<file path="config.mk">
export PLATFORM = sky130hd
export DESIGN_NAME = wb_prog_port
export DESIGN_NICKNAME = d
export VERILOG_FILES = /design/src/rtl/wb_prog_port.sv
export SDC_FILE = /design/constraint.sdc
export NUM_CORES = 1
export LEC_CHECK = 0
export CAP_MARGIN = 20
export CORE_ASPECT_RATIO = 0.8
export CORE_MARGIN = 5
export CORE_UTILIZATION = 26
export DETAILED_ROUTE_END_ITERATION = 10
export PLACE_DENSITY = 0.65
export SYNTH_ARGS = -nofsm -noshare
export SYNTH_HDL_FRONTEND = slang
export SYNTH_SLANG_ARGS = --single-unit
export TNS_END_PERCENT = 50
</file>
<file path="constraint.sdc">
create_clock -name wb_clk_i -period 1.8 [get_ports wb_clk_i]
set_input_delay 0.36 -clock wb_clk_i [delete_from_list [all_inputs] [get_ports wb_clk_i]]
set_output_delay 0.36 -clock wb_clk_i [all_outputs]
set_load 0.02 [all_outputs]
</file>
<file path="src/rtl/wb_prog_port.sv">
// Wishbone slave that lets a host hold a CPU in reset, load its instruction memory
// one byte per cycle, and read back a CPU-to-host mailbox byte.
module wb_prog_port #(
    parameter logic [31:0] BASE_ADDR = 32'h3000_0000
) (
    input  logic        wb_clk_i,
    input  logic        wb_rst_i,
    input  logic        wbs_cyc_i,
    input  logic        wbs_stb_i,
    input  logic        wbs_we_i,
    input  logic [3:0]  wbs_sel_i,
    input  logic [31:0] wbs_adr_i,
    input  logic [31:0] wbs_dat_i,
    output logic        wbs_ack_o,
    output logic [31:0] wbs_dat_o,
    output logic [7:0]  imem_addr,
    output logic [7:0]  imem_w_data,
    output logic        imem_w_en,
    output logic        cpu_reset,
    input  logic [7:0]  mbox_in
);

    typedef enum logic [1:0] {
        IDLE  = 2'd0,
        BURST = 2'd1,
        ACK   = 2'd2
    } state_t;

    localparam logic [7:0] OFF_CTRL   = 8'h00;
    localparam logic [7:0] OFF_STATUS = 8'h04;
    localparam logic [7:0] OFF_PTR    = 8'h08;
    localparam logic [7:0] OFF_DATA   = 8'h0C;
    localparam logic [7:0] OFF_MBOX   = 8'h10;

    state_t      state;
    state_t      state_nxt;
    logic [1:0]  slot;
    logic [1:0]  slot_nxt;
    logic [7:0]  imem_ptr;
    logic [31:0] rdata;

    logic        hit;
    logic [7:0]  offset;
    logic        imem_wr_req;
    logic        busy;
    logic [7:0]  lane_byte;
    logic [31:0] read_mux;

    assign offset      = wbs_adr_i[7:0];
    assign hit         = wbs_cyc_i & wbs_stb_i & (wbs_adr_i[31:8] == BASE_ADDR[31:8]);
    assign imem_wr_req = wbs_we_i & (offset == OFF_DATA);
    assign busy        = (state == BURST);

    always_comb begin
        read_mux = 32'h0;
        case (offset)
            OFF_CTRL:   read_mux = {31'b0, cpu_reset};
            OFF_STATUS: read_mux = {30'b0, cpu_reset, busy};
            OFF_PTR:    read_mux = {24'b0, imem_ptr};
            OFF_MBOX:   read_mux = {24'b0, mbox_in};
            default:    read_mux = 32'h0;
        endcase
    end

    always_comb begin
        lane_byte = 8'h0;
        case (slot)
            2'd0:    lane_byte = wbs_dat_i[7:0];
            2'd1:    lane_byte = wbs_dat_i[15:8];
            2'd2:    lane_byte = wbs_dat_i[23:16];
            default: lane_byte = wbs_dat_i[31:24];
        endcase
    end

    always_comb begin
        state_nxt = state;
        slot_nxt  = slot;
        case (state)
            IDLE: begin
                if (hit) begin
                    if (imem_wr_req && cpu_reset) begin
                        state_nxt = BURST;
                        slot_nxt  = 2'd0;
                    end else begin
                        state_nxt = ACK;
                    end
                end
            end
            BURST: begin
                // A master that drops the cycle abandons the rest of the word.
                if (!wbs_cyc_i) begin
                    state_nxt = IDLE;
                    slot_nxt  = 2'd0;
                end else if (slot == 2'd3) begin
                    state_nxt = ACK;
                    slot_nxt  = 2'd0;
                end else begin
                    slot_nxt = slot + 2'd1;
                end
            end
            ACK:     state_nxt = IDLE;
            default: state_nxt = IDLE;
        endcase
    end

    always_ff @(posedge wb_clk_i) begin
        if (wb_rst_i) begin
            state     <= IDLE;
            slot      <= 2'd0;
            cpu_reset <= 1'b1;
            imem_ptr  <= 8'h0;
            rdata     <= 32'h0;
        end else begin
            state <= state_nxt;
            slot  <= slot_nxt;
            if (state == IDLE && hit) begin
                rdata <= wbs_we_i ? 32'h0 : read_mux;
                // Register writes land on the accept edge so the new value is visible during ACK.
                if (wbs_we_i && wbs_sel_i[0]) begin
                    if (offset == OFF_CTRL) cpu_reset <= wbs_dat_i[0];
                    if (offset == OFF_PTR)  imem_ptr  <= wbs_dat_i[7:0];
                end
            end
            if (state == BURST && wbs_cyc_i && slot == 2'd3) begin
                imem_ptr <= imem_ptr + 8'd4;
            end
        end
    end

    assign wbs_ack_o   = (state == ACK);
    assign wbs_dat_o   = (state == ACK) ? rdata : 32'h0;
    assign imem_w_en   = busy & wbs_cyc_i & wbs_sel_i[slot];
    assign imem_addr   = busy ? (imem_ptr + {6'b0, slot}) : 8'h0;
    assign imem_w_data = busy ? lane_byte : 8'h0;

endmodule

</file>
* Yosys cells after proc, flatten, opt, wreduce, memory -nomap -nowiden
Cells that the tools add are included.
** Operators by class
- Add/sub/neg operators :: 3
- Magnitude comparators :: 1
- Equality and inequality tests :: 13
- Muxes and demuxes :: 22
- Bitwise operators :: 5
- Reduce and logical (&&, ||, !) cells :: 16
** Operators by type and width (count)
- $mux 32 :: 2
- $mux 8 :: 6
- $pmux 8 s4 :: 1
- $eq 24x22->1 const B :: 1
- $pmux 8 s3 :: 1
- $eq 8x4->1 const B :: 2
- $mux 2 :: 8
- $reduce_and 3->1 :: 3
- $add 8x2->8 :: 1
- $add 8x3->8 const B :: 1
- $eq 8x3->1 const B :: 1
- $eq 8x5->1 const B :: 1
- $logic_not 8->1 :: 1
- $pmux 2 s2 :: 2
- $reduce_bool 2->1 :: 4
- $eq 2x2->1 const B :: 3
- $and 1x1->1 :: 5
- $logic_and 1x1->1 :: 5
- $eq 2x1->1 const B :: 2
- $logic_not 2->1 :: 2
- $ne 2x2->1 const B :: 2
- $lt 2x3->1 const B :: 1
- $ne 3x2->1 const B :: 1
- $add 2x1->2 const B :: 1
- other kinds (3) :: 3
** Storage, ports and cells
- Register bits after elaboration :: 45
- Input bits :: 81
- Output and inout port bits :: 51
- Logic and storage cells :: 65

* Logic depth before layout (Yosys ltp)
- Depth after elaboration :: 6
- Gate-level depth with buffers :: 7
- Gate-level depth less buffers :: 6

* Least setup slack after synthesis
Ideal clock, no wire load.
- Kind :: register to output
- Start point :: register slot[1]
- End point :: output imem_w_data[0]
- Arrival time :: 1.539 ns
- Setup slack :: -0.099 ns
- Stages on the path, launching flop included :: 6
- Buffers on the path :: 2
- Path through :: dfxtp_1 ha_1 clkbuf_1 clkbuf_1 a21oi_1 nor2_1
** Between the ends
- Word-level cells in the longest chain between the ends :: 3
- Elaborated cells on any way between the ends :: 5
** RTL lines
- start, declared :: line 37 : logic [1:0] slot;
- start signal, assigned :: line 115 : slot <= slot_nxt;
- $eq 2x2->1 (tied with other cells) :: line 67 : case (slot)
- $pmux 8 s3 (*) :: line 67
- $mux 8 (*) :: line 134 : assign imem_w_data = busy ? lane_byte : 8'h0;
- end, declared :: line 17 : output logic [7:0] imem_w_data,
Mark *: on every way between the ends. The rest lies on a longest branch, timed or not.

* Final worst setup path
- Start point :: register slot[1]
- End point :: output imem_w_data[7]
The elaborated chain is that of the path after synthesis.

==> results.json <==
{
  "status": "finished, violations left",
  "violations": "setup timing",
  "p_sw_uw": 288.1,
  "syn_area_per_cell_sq_um": 7.512,
  "syn_to_final_growth_pct": 87.37,
  "swShare_pct": 26.53,
  "p_comb_share_pct": 28.5,
  "grt_first_pass_wirelength_mm": 11.47,
  "ys.warnings.count": 0,
  "synth-seq-cells": 21,
  "async_flop_share_pct": 0,
  "fp.coreArea_sq_um": 6925,
  "grt-ovfl-total": 0,
  "synthCells": 248,
  "skew_ns": 0.005023,
  "clockBufferDepth": 2,
  "antenna_found_initial": 0,
  "place_inst": 480,
  "diodes": 0,
  "ant_nets": 0,
  "wl_per_cell_um": 14.57,
  "hold_path_class": "reg2reg",
  "grt_usage_pct": 15.15,
  "io_buffers": 107,
  "crit_type": "reg2out",
  "nets": 492,
  "finalHoldViolations": 0,
  "end_kind": "output port",
  "fin_tns_setup_ns": -2.984,
  "power_frac_seq_pct": 42.4,
  "p_per_area_nw_per_um2": 311.1,
  "cts_hold_buf": 0,
  "stdcell_area_sq_um": 3491,
  "instances_no_fill": 489,
  "tritoncts": "done",
  "dr_total_vias": 2369,
  "ys_seq_area_share_pct": 22.57,
  "required_ns": 1.44,
  "die_h_um": 85.71,
  "gp_routability_congestion": 0.8603,
  "start_util_pct": 26.90,
  "cp-start-kind": "register",
  "place_ws_ns": -0.5615,
  "slew_viol_final": 0,
  "postLayoutSetupSlackWorst_ns": -0.2511,
  "rows": 27,
  "root_buffer": "clkbuf_8",
  "use_met2_pct": 27.83,
  "place_area_sq_um": 3317,
  "rsz0062_at_grt": "true",
  "die_area_sq_um": 8969,
  "arrival_ns": 1.69,
  "drt_first_pass_iters": 4,
  "use_met3_pct": 3.837,
  "leakage_uw": 0.001501,
  "drt_iter0_drc": 120,
  "hpwl_mm": 5.893,
  "clk_pin_slew_ns": 0.08,
  "grt.busiest_layer": "met2",
  "path_max_fanout": 8,
  "ir_drop_mv": 0.2266,
  "synth.distinct_cells": 45,
  "syn_area_sq_um": 1863,
  "post_route_cells_drive_above_1_share_pct": 33.83,
  "finalSetupViolCount": 18,
  "grt_max_degree": 20,
  "viasPerCell": 4.845,
  "h-tree-depth": 1,
  "boundaryPins": 132,
  "max_freq_ghz": 0.4876,
  "grt_pass1_vias": 2491,
  "period_share_pct": 113.9,
  "synth_ff_type": "dfxtp_1",
  "clock_latency_ns": 0.26,
  "drt_wl_total_mm": 7.123,
  "maxCapViolations": 0,
  "cts_sinks": 21,
  "numCtsBuffers": 3,
  "synth-edff-count": 0,
  "use_met1_pct": 18.23,
  "die_x_um": 104.6,
  "pwr-share-clk_pct": 29.0,
  "drc": 0,
  "fin_crit_ns": 2.051,
  "p_int_uw": 797.8
}
## logic make-up after synthesis
group / share of synthesized area (%)
and+or+nand+nor: 29.42
AOI/OAI and AO/OA: 22.43
buffers and inverters: 13.36
muxes: 3.895
other: 0.2013
adders and majority gates: 5.776
DFF: 22.57
xor gates and xnor gates: 2.351
## final timing paths
| check | from | to | slack, ns | cells after the start |
|---|---|---|---|---|
| setup reg to reg | slot[0] | imem_ptr[7] | 0.12 | 7 |
| hold reg to reg | rdata[2] | rdata[2] | 0.45 | 2 |
| hold / removal | rdata[2] | rdata[2] | 0.45 | 2 |
| setup / recovery | slot[1] | imem_w_data[7] | -0.25 | 7 |
## power by group through the flow
stage / combinational (uW) / sequential (uW) / clock (uW)
CTS: 301 / 461 / 335
floorplan: 136 / 475 / 0
global route: 332 / 461 / 346
finish: 310 / 461 / 315
global placement: 314 / 475 / 0
detailed placement: 320 / 475 / 0
## per-layer routing
layer,share of wire [%],up-vias
met5,0,-
met4,0.48,0
met3,7.1,4
met2,51,93
met1,41,1107
li1,-,1165
## stage by stage
stage | utilization, % | power, uW | hold WS, ns
final | 50.41 | 1086 | 0.4504
after CTS | 49.03 | 1097 | 0.4529
after floorplan | - | 611.4 | 0.4273
after detailed placement | 47.90 | 795.2 | 0.4404
after global placement | 47.90 | 788.9 | 0.4398
after global routing | 50.41 | 1139 | 0.4805
## what timing repair did
item	in CTS	in global routing
pin swaps	35	27
gates cloned	1	0
gates resized for setup	149	51
setup endpoints to repair	43	40
buffers inserted	2	2
## synthesized netlist by cell type (all sizes together) (2+ instances only)
library cell  number  area share [%]
dfxtp             21              23
nand2             16             3.2
inv                3            0.60
buf               26              11
nor2              34             6.9
or3                8             2.7
and2              11             3.7
mux2i              5             2.7
xor2               3             1.4
nor3               2            0.81
a21oi             29             7.8
nand3              6             1.6
and4bb             2             1.3
o21ba              2             1.1
nor4               5             1.7
a31oi              4             1.3
xnor2              2            0.94
and3               6             2.0
a22oi              7             2.8
o21ai              9             2.4
a222oi             8             4.3
clkbuf            11             2.2
ha                 7             4.7
nor2b              4             1.3
## flip-flops by register name, summed over array words and instances, names as in the netlist
name and count:
slot 2, state 2, rdata 8, imem_ptr 8, cpu_reset 1
## worst max-delay path: stages (launching register included)
cell      delay (ns)
dfxtp_4         0.38
buf_4           0.14
ha_4            0.18
a222oi_1        0.32
nor2_1          0.11
a21oi_2         0.13
nor2_2          0.05
buf_6           0.13
## cell type report
| type | instances | area (sq um) |
|---|---|---|
| clock inverter | 1 | 5.005 |
| multi-input combinational | 210 | 1459 |
| clock buffer | 3 | 41.29 |
| inverter | 3 | 16.27 |
| timing repair buffer | 164 | 1431 |
| sequential | 21 | 429.2 |
| fill | 659 | 3435 |
| tap | 87 | 108.9 |
## cells in the final DEF, fill, tap and decap left out, types with 9 or more instances in the layout
cell,count
nor2_1,26
dlygate4sd2_1,26
buf_6,14
clkbuf_2,9
a21oi_1,20
nand2_1,13
conb_1,24
clkdlybuf4s50_1,51
dfxtp_1,18
and2_1,10
buf_4,57
(Power assumes the default switching activity.)
